### config.mk
export PLATFORM = sky130hd
export DESIGN_NAME = fa_32bit
export DESIGN_NICKNAME = d
export VERILOG_FILES = /design/src/rtl/fa_32bit.sv
export SDC_FILE = /design/constraint.sdc
export NUM_CORES = 1
export LEC_CHECK = 0
export ABC_CLOCK_PERIOD_IN_PS = 890
export BUFFER_PORTS_ARGS = -buffer_cell sky130_fd_sc_hd__buf_2
export CAP_MARGIN = 20
export CORE_ASPECT_RATIO = 1.4
export CORE_MARGIN = 2
export CORE_UTILIZATION = 44
export DETAILED_ROUTE_END_ITERATION = 10
export PLACE_DENSITY = 0.93
export SETUP_SLACK_MARGIN = 0.3
export SLEW_MARGIN = 20
export SYNTH_ARGS = -nofsm -noshare
export SYNTH_HDL_FRONTEND = slang
export SYNTH_SLANG_ARGS = --single-unit
### constraint.sdc
create_clock -name clk -period 0.89 [get_ports clk]
set_input_delay 0.0445 -clock clk [delete_from_list [all_inputs] [get_ports clk]]
set_output_delay 0.0445 -clock clk [all_outputs]
set_load 0.05 [all_outputs]
### src/rtl/fa_32bit.sv
// Registered N-bit ripple-carry adder: a chain of 1-bit full-adder cells feeding
// an output register, giving {cout, s} = a + b + cin with one clock of latency.

`timescale 1ns/100ps

module fa_cell (
  input  logic a,
  input  logic b,
  input  logic ci,
  output logic s,
  output logic co
);

  logic p;

  assign p  = a ^ b;
  assign s  = p ^ ci;
  assign co = (a & b) | (ci & p);

endmodule

module fa_32bit #(
  parameter int N = 32
) (
  input  logic         clk,
  input  logic         rst_n,
  input  logic [N-1:0] a,
  input  logic [N-1:0] b,
  input  logic         cin,
  output logic [N-1:0] s,
  output logic         cout
);

  logic [N:0]   c;
  logic [N-1:0] sum;

  assign c[0] = cin;

  // Carry ripples from bit 0 upward; c[N] is the overflow out of the chain.
  for (genvar i = 0; i < N; i++) begin : gen_cell
    fa_cell u_cell (
      .a  (a[i]),
      .b  (b[i]),
      .ci (c[i]),
      .s  (sum[i]),
      .co (c[i+1])
    );
  end

  // NOTE: state is updated with non-blocking assignments so every flop samples
  // the pre-edge value of the combinational chain, independent of block order.
  always_ff @(posedge clk or negedge rst_n) begin
    if (!rst_n) begin
      s    <= '0;
      cout <= 1'b0;
    end else begin
      s    <= sum;
      cout <= c[N];
    end
  end

endmodule

### Word-level counts from Yosys, hierarchy flattened

Index checks and enable logic that the tools add are counted.

| operators by class | value |
|---|---|
| bitwise logic cells | 160 |

Operators with widths:

| operator | number |
|---|---|
| 1-bit AND | 64 |
| 1-bit XOR | 64 |
| 1-bit OR | 32 |

| word-level totals | value |
|---|---|
| register bits after elaboration | 33 |
| input bits | 67 |
| output and inout port bits | 33 |
| word-level logic and storage cells | 162 |

### Depth between registers and ports, before layout

Gate-level depths: netlist (run 1).

| depth | value |
|---|---|
| word-level depth | 65 |
| depth in mapped cells | 36 |

### Modules after synthesis

A second synthesis (run 1) with hierarchy kept.

| second synthesis, totals | value |
|---|---|
| cells, all modules | 65 |
| area total of the unflattened synthesis | 1466.4 um^2 |

By module, submodules not included:

| module | times used | cells an instance | area an instance (um^2) | seq. area each (um^2) |
|---|---|---|---|---|
| fa_32bit | 1 | 33 | 825.8 | 825.8 |
| fa_cell | 32 | 1 | 20.0 | 0.0 |

### Least setup slack after synthesis (run 1)

No wires, ideal clock.

| timing | value |
|---|---|
| path type | input to register |
| start point | input port a[0] |
| end point | register s[31] |
| setup time | 64 ps |
| arrival | 12183 ps |
| setup slack | -11357 ps |
| cell stages on the path | 36 |
| cell sequence | fa_1 -> fa_1 -> fa_1 -> fa_1 -> fa_1 -> fa_1 -> fa_1 -> fa_1 -> fa_1 -> inv_1 -> fa_1 -> inv_1 -> fa_1 -> fa_1 -> fa_1 -> fa_1 -> fa_1 -> fa_1 -> fa_1 -> fa_1 -> fa_1 -> fa_1 -> fa_1 -> fa_1 -> fa_1 -> fa_1 -> fa_1 -> fa_1 -> fa_1 -> fa_1 -> fa_1 -> fa_1 -> fa_1 -> inv_1 -> fa_1 -> inv_1 |

| between the ends | value |
|---|---|
| longest elaborated chain between the ends | 64 |
| elaborated cells between the ends (all ways) | 65 |
| those cells by class | 65 x bitwise |

RTL lines:

| element | line | RTL |
|---|---|---|
| start, declared | 27 | `input logic [N-1:0] a,` |
| 1-bit XOR | 16 | `assign p = a ^ b;` |
| 1-bit AND | 18 | `assign co = (a & b) \| (ci & p);` |
| 1-bit OR * | 18 |  |
| 1-bit AND * | 18 |  |
| 1-bit OR * | 18 |  |
| 1-bit AND * | 18 |  |
| 1-bit OR * | 18 |  |
| 1-bit AND * | 18 |  |
| (+49 left out) | - |  |
| 1-bit AND * | 18 |  |
| 1-bit OR * | 18 |  |
| 1-bit AND * | 18 |  |
| 1-bit OR * | 18 |  |
| 1-bit AND * | 18 |  |
| 1-bit OR * | 18 |  |
| 1-bit XOR * | 17 | `assign s = p ^ ci;` |
| named net gen_cell[31].u_cell.s | 10 | `output logic s,` |
| end signal, assigned | 57 | `s <= sum;` |
| end, declared | 30 | `output logic [N-1:0] s,` |

Mark *: on every way through the listed nets, which the timed path passes. The rest lies on a longest branch.

### Final worst setup path (run 1)

Same ends and word-level chain as after synthesis.

==> results of run 1 <==
## Yosys cell counts, drive strengths merged
cell   number
dfrtp      33
fa         32
inv        10
## what timing repair did
action | 4_1_cts | 5_1_grt
hold endpoints to repair | 33 | 15
gates resized for setup | 97 | 1
endpoints found under the setup margin | 65 | 65
## flip-flops by register name, indices dropped and copies added (netlist names)
register  count
cout          1
s            32
## critical path: cells and delay by family
| kind | cells | cell delay, ns |
|---|---|---|
| buffers and inverters | 5 | 0.33 |
| adders and majority gates | 32 | 11.26 |
## metrics by stage
| stage | hold WS, ns | total power [uW] | setup slack (ns) |
|---|---|---|---|
| floorplan | -0.2511 | 3314 | -10.21 |
| detailed placement | -0.02203 | 4019 | -10.67 |
| global placement | -0.03148 | 3917 | -10.53 |
| global route | -0.3049 | 6039 | -10.72 |
| finish | -0.3156 | 5766 | -10.52 |
| CTS | -0.3226 | 5804 | -10.47 |
## path summary, 6_finish.rpt
path	startpoint	cells after the start	endpoint	slack, ns
setup / recovery	a[0]	37	s[31]$_DFF_PN0_	-10.52
hold / removal	rst_n	1	s[14]$_DFF_PN0_	-0.32
max in group asynchronous	rst_n	2	cout$_DFF_PN0_	0.77
min in group clk	a[0]	2	s[0]$_DFF_PN0_	0.08
## metal layers
layer	vias to the layer above	track usage (%)	routed length (um)
li1	427	-	-
met1	512	25.36	1234
met2	75	42.11	2386
met3	6	6.762	405
met4	0	7.692	57
met5	-	0	0
## layout make-up
cell class	instances	area, um^2	area share, %
Sequential cell	33	865.8	33.48
Timing Repair Buffer	100	825.8	31.93
Multi-Input combinational cell	32	720.7	27.87
Clock buffer	7	86.33	3.338
Tap cell	40	50.05	1.935
Inverter	10	37.54	1.451
## power groups by stage
| stage | registers, uW | clock network (uW) | logic (uW) |
|---|---|---|---|
| after floorplan | 3040 | 0 | 270 |
| after global placement | 1920 | 0 | 2000 |
| after detailed placement | 1940 | 0 | 2080 |
| after CTS | 2040 | 1120 | 2640 |
| after global routing | 2070 | 1190 | 2790 |
| final | 2040 | 1080 | 2650 |
## logic make-up (layout without fill, tap and decap cells)
kind of cell	Yosys count	count (layout)	share of synthesized area (%)
buffers and inverters	10	117	2.496
adders and majority gates	32	32	42.60
DFF	33	33	54.91
==> results.yml, run 1 <==
outcome:
  outcome: "complete, but fails checks"
  violations: "negative hold slack, negative setup slack"
global_routing:
  grt_max_degree: 19
  grt.overflow.total: 0
  track_usage_pct: 23.32
  first_global_vias: 1192
  antenna_found_initial: 0
  grt_pass1_wl_um: 6037
floorplanning:
  initial_core_util_pct: 45.36
  row_count: 25
  die_y_um: 73.18
  die_w_um: 53.41
  die_area_um2: 3908
  io_pins: 100
  fp.coreArea_um2: 3316
power:
  share_comb_of_total_power_pct: 45.9
  power.internal_uw: 3554
  switching_share_pct: 38.37
  ir_drop_uv: 1712
  pwr_density_cell_nw_per_um2: 2230
  seqPwrFrac_pct: 35.4
  p_leak_uw: 0.001159
  netSwitchingPower_uw: 2212
  p_clk_share_pct: 18.7
clocking:
  clock-root-buffer: "clkbuf_8"
  cts_tree: "built"
  post_cts_buffers: 0
  cts-buffers-inserted: 5
  cts.sinks: 33
  clk_pin_slew_ns: 0.06
  cts_htree_levels: 2
  clockBufferDepth: 2
routing:
  num_vias: 1020
  ant_nets: 0
  routed_via_density: 4.595
  post_drt_wl_per_cell_um: 18.40
  drt_first_pass_iters: 4
  drc: 0
  drt_iter0_markers: 35
  wl_um: 4084
sta:
  setup_viol: 31
  whs_ns: -0.3156
  max_freq_ghz: 0.08762
  worst_slew_pin_slew_ns: 0.3804
  fin_crit_ns: 11.41
  finalHoldViolations: 33
  final_max_slew_viol_count: 0
  slew-limit-headroom_pct: 74.64
  tns_ns: -173.54
  setup_ws_ns: -10.52
  rsz0062_at_grt: "yes"
  final.period_utilization_pct: 1282
synthesis:
  syn_inst: 75
  synth_top_area_share_pct: 54.91
  yosys.area.top_type: "dfrtp_1"
  ys_top_cells_by_area: "dfrtp_1, fa_1, inv_1"
  mappedNetlistArea_um2: 1504
  syn_nets: 174
  syn_avg_cell_area_um2: 20.05
  ys_warn_count: 0
  synth-seq-area-share_pct: 54.91
  ys_ff_latch: 33
  synth_cell_types: 3
critical_path:
  endpoint_kind: "flip-flop"
  required_ns: 1.10
  cp.arrival_ns: 11.62
  cp_slowest_stage_delay_ns: 0.42
  cp-start-kind: "primary input"
  worstPathMaxFanout: 1
  crit_path_frequent_cell: "fa_2"
  slowest_stage: "fa_2"
  path_class: "primary input to flip-flop"
final_layout:
  final_cells: 222
  final_nets: 281
  fin_util_pct: 78.00
  n_antenna_cell: 0
  fin_area_um2: 2586
  fillers: 174
  drive_gt1_share_pct: 96.15
  final_cell_mix: "buf_2, fa_2, dfrtp_2"
  area_delta_synth_final_pct: 71.96
  final_common_cell: "buf_2"
placed_design:
  portBuffers: 99
  place_area_um2: 2185
  gp_congestion: 0.6146
  dp_cells: 215
  hpwl_um: 3020
flow_run:
  drv_cap: 0
worst_hold_path:
  hold_class: "primary input to asynchronous set/reset pin"
Power figures use the tool's default switching activity.
==> run 2, diff against run 1 <==
Settings changed: PLACE_DENSITY 0.93 to default, PLACE_DENSITY_LB_ADDON from default to 0.1.
==> run 2 against run 1 <==
The flow finishes with violations (negative setup slack). Clock power is 13% higher. Global-route usage fell by 4.2 points. Sequential share of layout area barely moved. Sequential cell count stayed put. Setup slack better by 0.20 ns. Final area barely moved. Largest power group unchanged. Non-clock buffer count is 2 higher. Via count fell by 3.7%.
==> results.yml, run 2 (synthesized netlist as in run 1, its figures left out) <==
sta:
  setup_ws_ns: -10.32
  rsz0062_at_grt: "yes"
  slew-limit-headroom_pct: 84.98
  final.period_utilization_pct: 1260
  setup_viol: 32
  worst_slew_pin_slew_ns: 0.2253
  whs_ns: 0.05151
  final_max_slew_viol_count: 0
  max_freq_ghz: 0.08919
  fin_crit_ns: 11.21
  finalHoldViolations: 0
routing:
  drt_first_pass_iters: 2
  num_vias: 982
  post_drt_wl_per_cell_um: 13.96
  ant_nets: 0
  wl_um: 3142
  drt_iter0_markers: 7
  routed_via_density: 4.364
  drc: 0
placed_design:
  hpwl_um: 2612
  gp_congestion: 0.6949
  portBuffers: 99
final_layout:
  n_antenna_cell: 0
  final_nets: 283
  top_regs: "s x32, cout x1"
  top_register: "s"
  final_common_cell: "buf_2"
  area_delta_synth_final_pct: 72.05
  largest_reg_flops: 32
  drive_gt1_share_pct: 95.14
  final_cell_mix: "buf_2, dfrtp_2, fa_2"
  fillers: 213
clocking:
  cts-buffers-inserted: 5
  cts.sinks: 33
  cts_tree: "built"
  cts_htree_levels: 2
  clk_pin_slew_ns: 0.06
  clock-root-buffer: "clkbuf_8"
  post_cts_buffers: 0
  clockBufferDepth: 2
floorplanning:
  io_pins: 100
  fp.coreArea_um2: 3316
  initial_core_util_pct: 45.36
  die_w_um: 53.41
  die_y_um: 73.18
  row_count: 25
  die_area_um2: 3908
power:
  power.internal_uw: 3566
  p_leak_uw: 0.001169
  switching_share_pct: 38.08
  share_comb_of_total_power_pct: 43.7
  pwr_density_cell_nw_per_um2: 2225
  ir_drop_uv: 1824
  p_clk_share_pct: 21.2
  netSwitchingPower_uw: 2193
  p_total_uw: 5758
  seqPwrFrac_pct: 35.1
critical_path:
  crit_end: "s[31]$_DFF_PN0_"
  cp-start-kind: "primary input"
  slowest_stage: "fa_1"
  endpoint_kind: "flip-flop"
  crit_path_frequent_cell: "fa_2"
  path_class: "primary input to flip-flop"
  cp.arrival_ns: 11.43
  worstPathMaxFanout: 1
  required_ns: 1.10
  cp-startpoint: "a[0]"
  cp_slowest_stage_delay_ns: 0.40
global_routing:
  first_global_vias: 1199
  grt_max_degree: 18
  grt.overflow.total: 0
  track_usage_pct: 19.13
  antenna_found_initial: 0
  grt_pass1_wl_um: 5057
flow_run:
  drv_cap: 0
outcome:
  outcome: "complete, but fails checks"
  violations: "negative setup slack"
worst_hold_path:
  hold_class: "primary input to flip-flop"
## run 2: how the worst min path moves through the flow
stage                     slack [ns]              to  start  depth (start not counted)
after floorplan                -0.25  cout$_DFF_PN0_  rst_n                          0
after global placement         0.008  s[2]$_DFF_PN0_  rst_n                          2
after detailed placement        0.01  s[3]$_DFF_PN0_  rst_n                          2
after CTS                       0.05  s[0]$_DFF_PN0_   a[0]                          2
after global routing            0.06  s[0]$_DFF_PN0_   b[0]                          2
final                           0.05  s[0]$_DFF_PN0_   b[0]                          2
## run 2: metrics by stage
step	setup TNS, ns	utilization [%]	setup WS (ns)	cells	area (um^2)
2_1_floorplan	-170.01	-	-10.21	75	1619
6_report	-169.20	78.04	-10.32	225	2587
3_3_place_gp	-176.90	65.74	-10.52	216	2180
4_1_cts	-170.36	77.85	-10.40	225	2581
3_5_place_dp	-180.20	65.74	-10.70	216	2180
5_1_grt	-173.56	78.04	-10.59	225	2587
## run 2: area by class of cell
cell class                      instances  area, um^2  area share (%)
Inverter                               10       37.54           1.451
Sequential cell                        33       865.8           33.46
Timing Repair Buffer                  102       814.5           31.48
Tap cell                               40       50.05           1.934
Clock buffer                            7       96.34           3.723
Clock inverter                          1       5.005          0.1934
Multi-Input combinational cell         32       718.2           27.76
## run 2: critical path, delay by kind of cell
family / cells / cell delay (ns)
buf+inv: 5 / 0.32
fa+ha+maj: 32 / 11.06
## run 2: repair_timing
item / 4_1_cts / 5_1_grt
resized for setup: 89 / 2
endpoints found under the setup margin: 65 / 65
pin swaps: 0 / 1
endpoints found under the hold margin: 33 / 0
hold buffers: 1 / 0
## run 2: per-layer routing
metal / wire [um] / vias up / track usage, %
li1: - / 433 / -
met1: 850 / 484 / 17.20
met2: 1896 / 61 / 35.67
met3: 342 / 4 / 7.377
met4: 52 / 0 / 8.547
met5: 0 / - / 0
## run 2: power groups by stage
| stage | clock network [uW] | registers [uW] | logic, uW |
|---|---|---|---|
| 2_1_floorplan | 0 | 3040 | 270 |
| 3_3_place_gp | 0 | 1920 | 1960 |
| 3_5_place_dp | 0 | 1940 | 2030 |
| 4_1_cts | 1250 | 2020 | 2550 |
| 5_1_grt | 1310 | 2050 | 2680 |
| 6_report | 1220 | 2020 | 2520 |
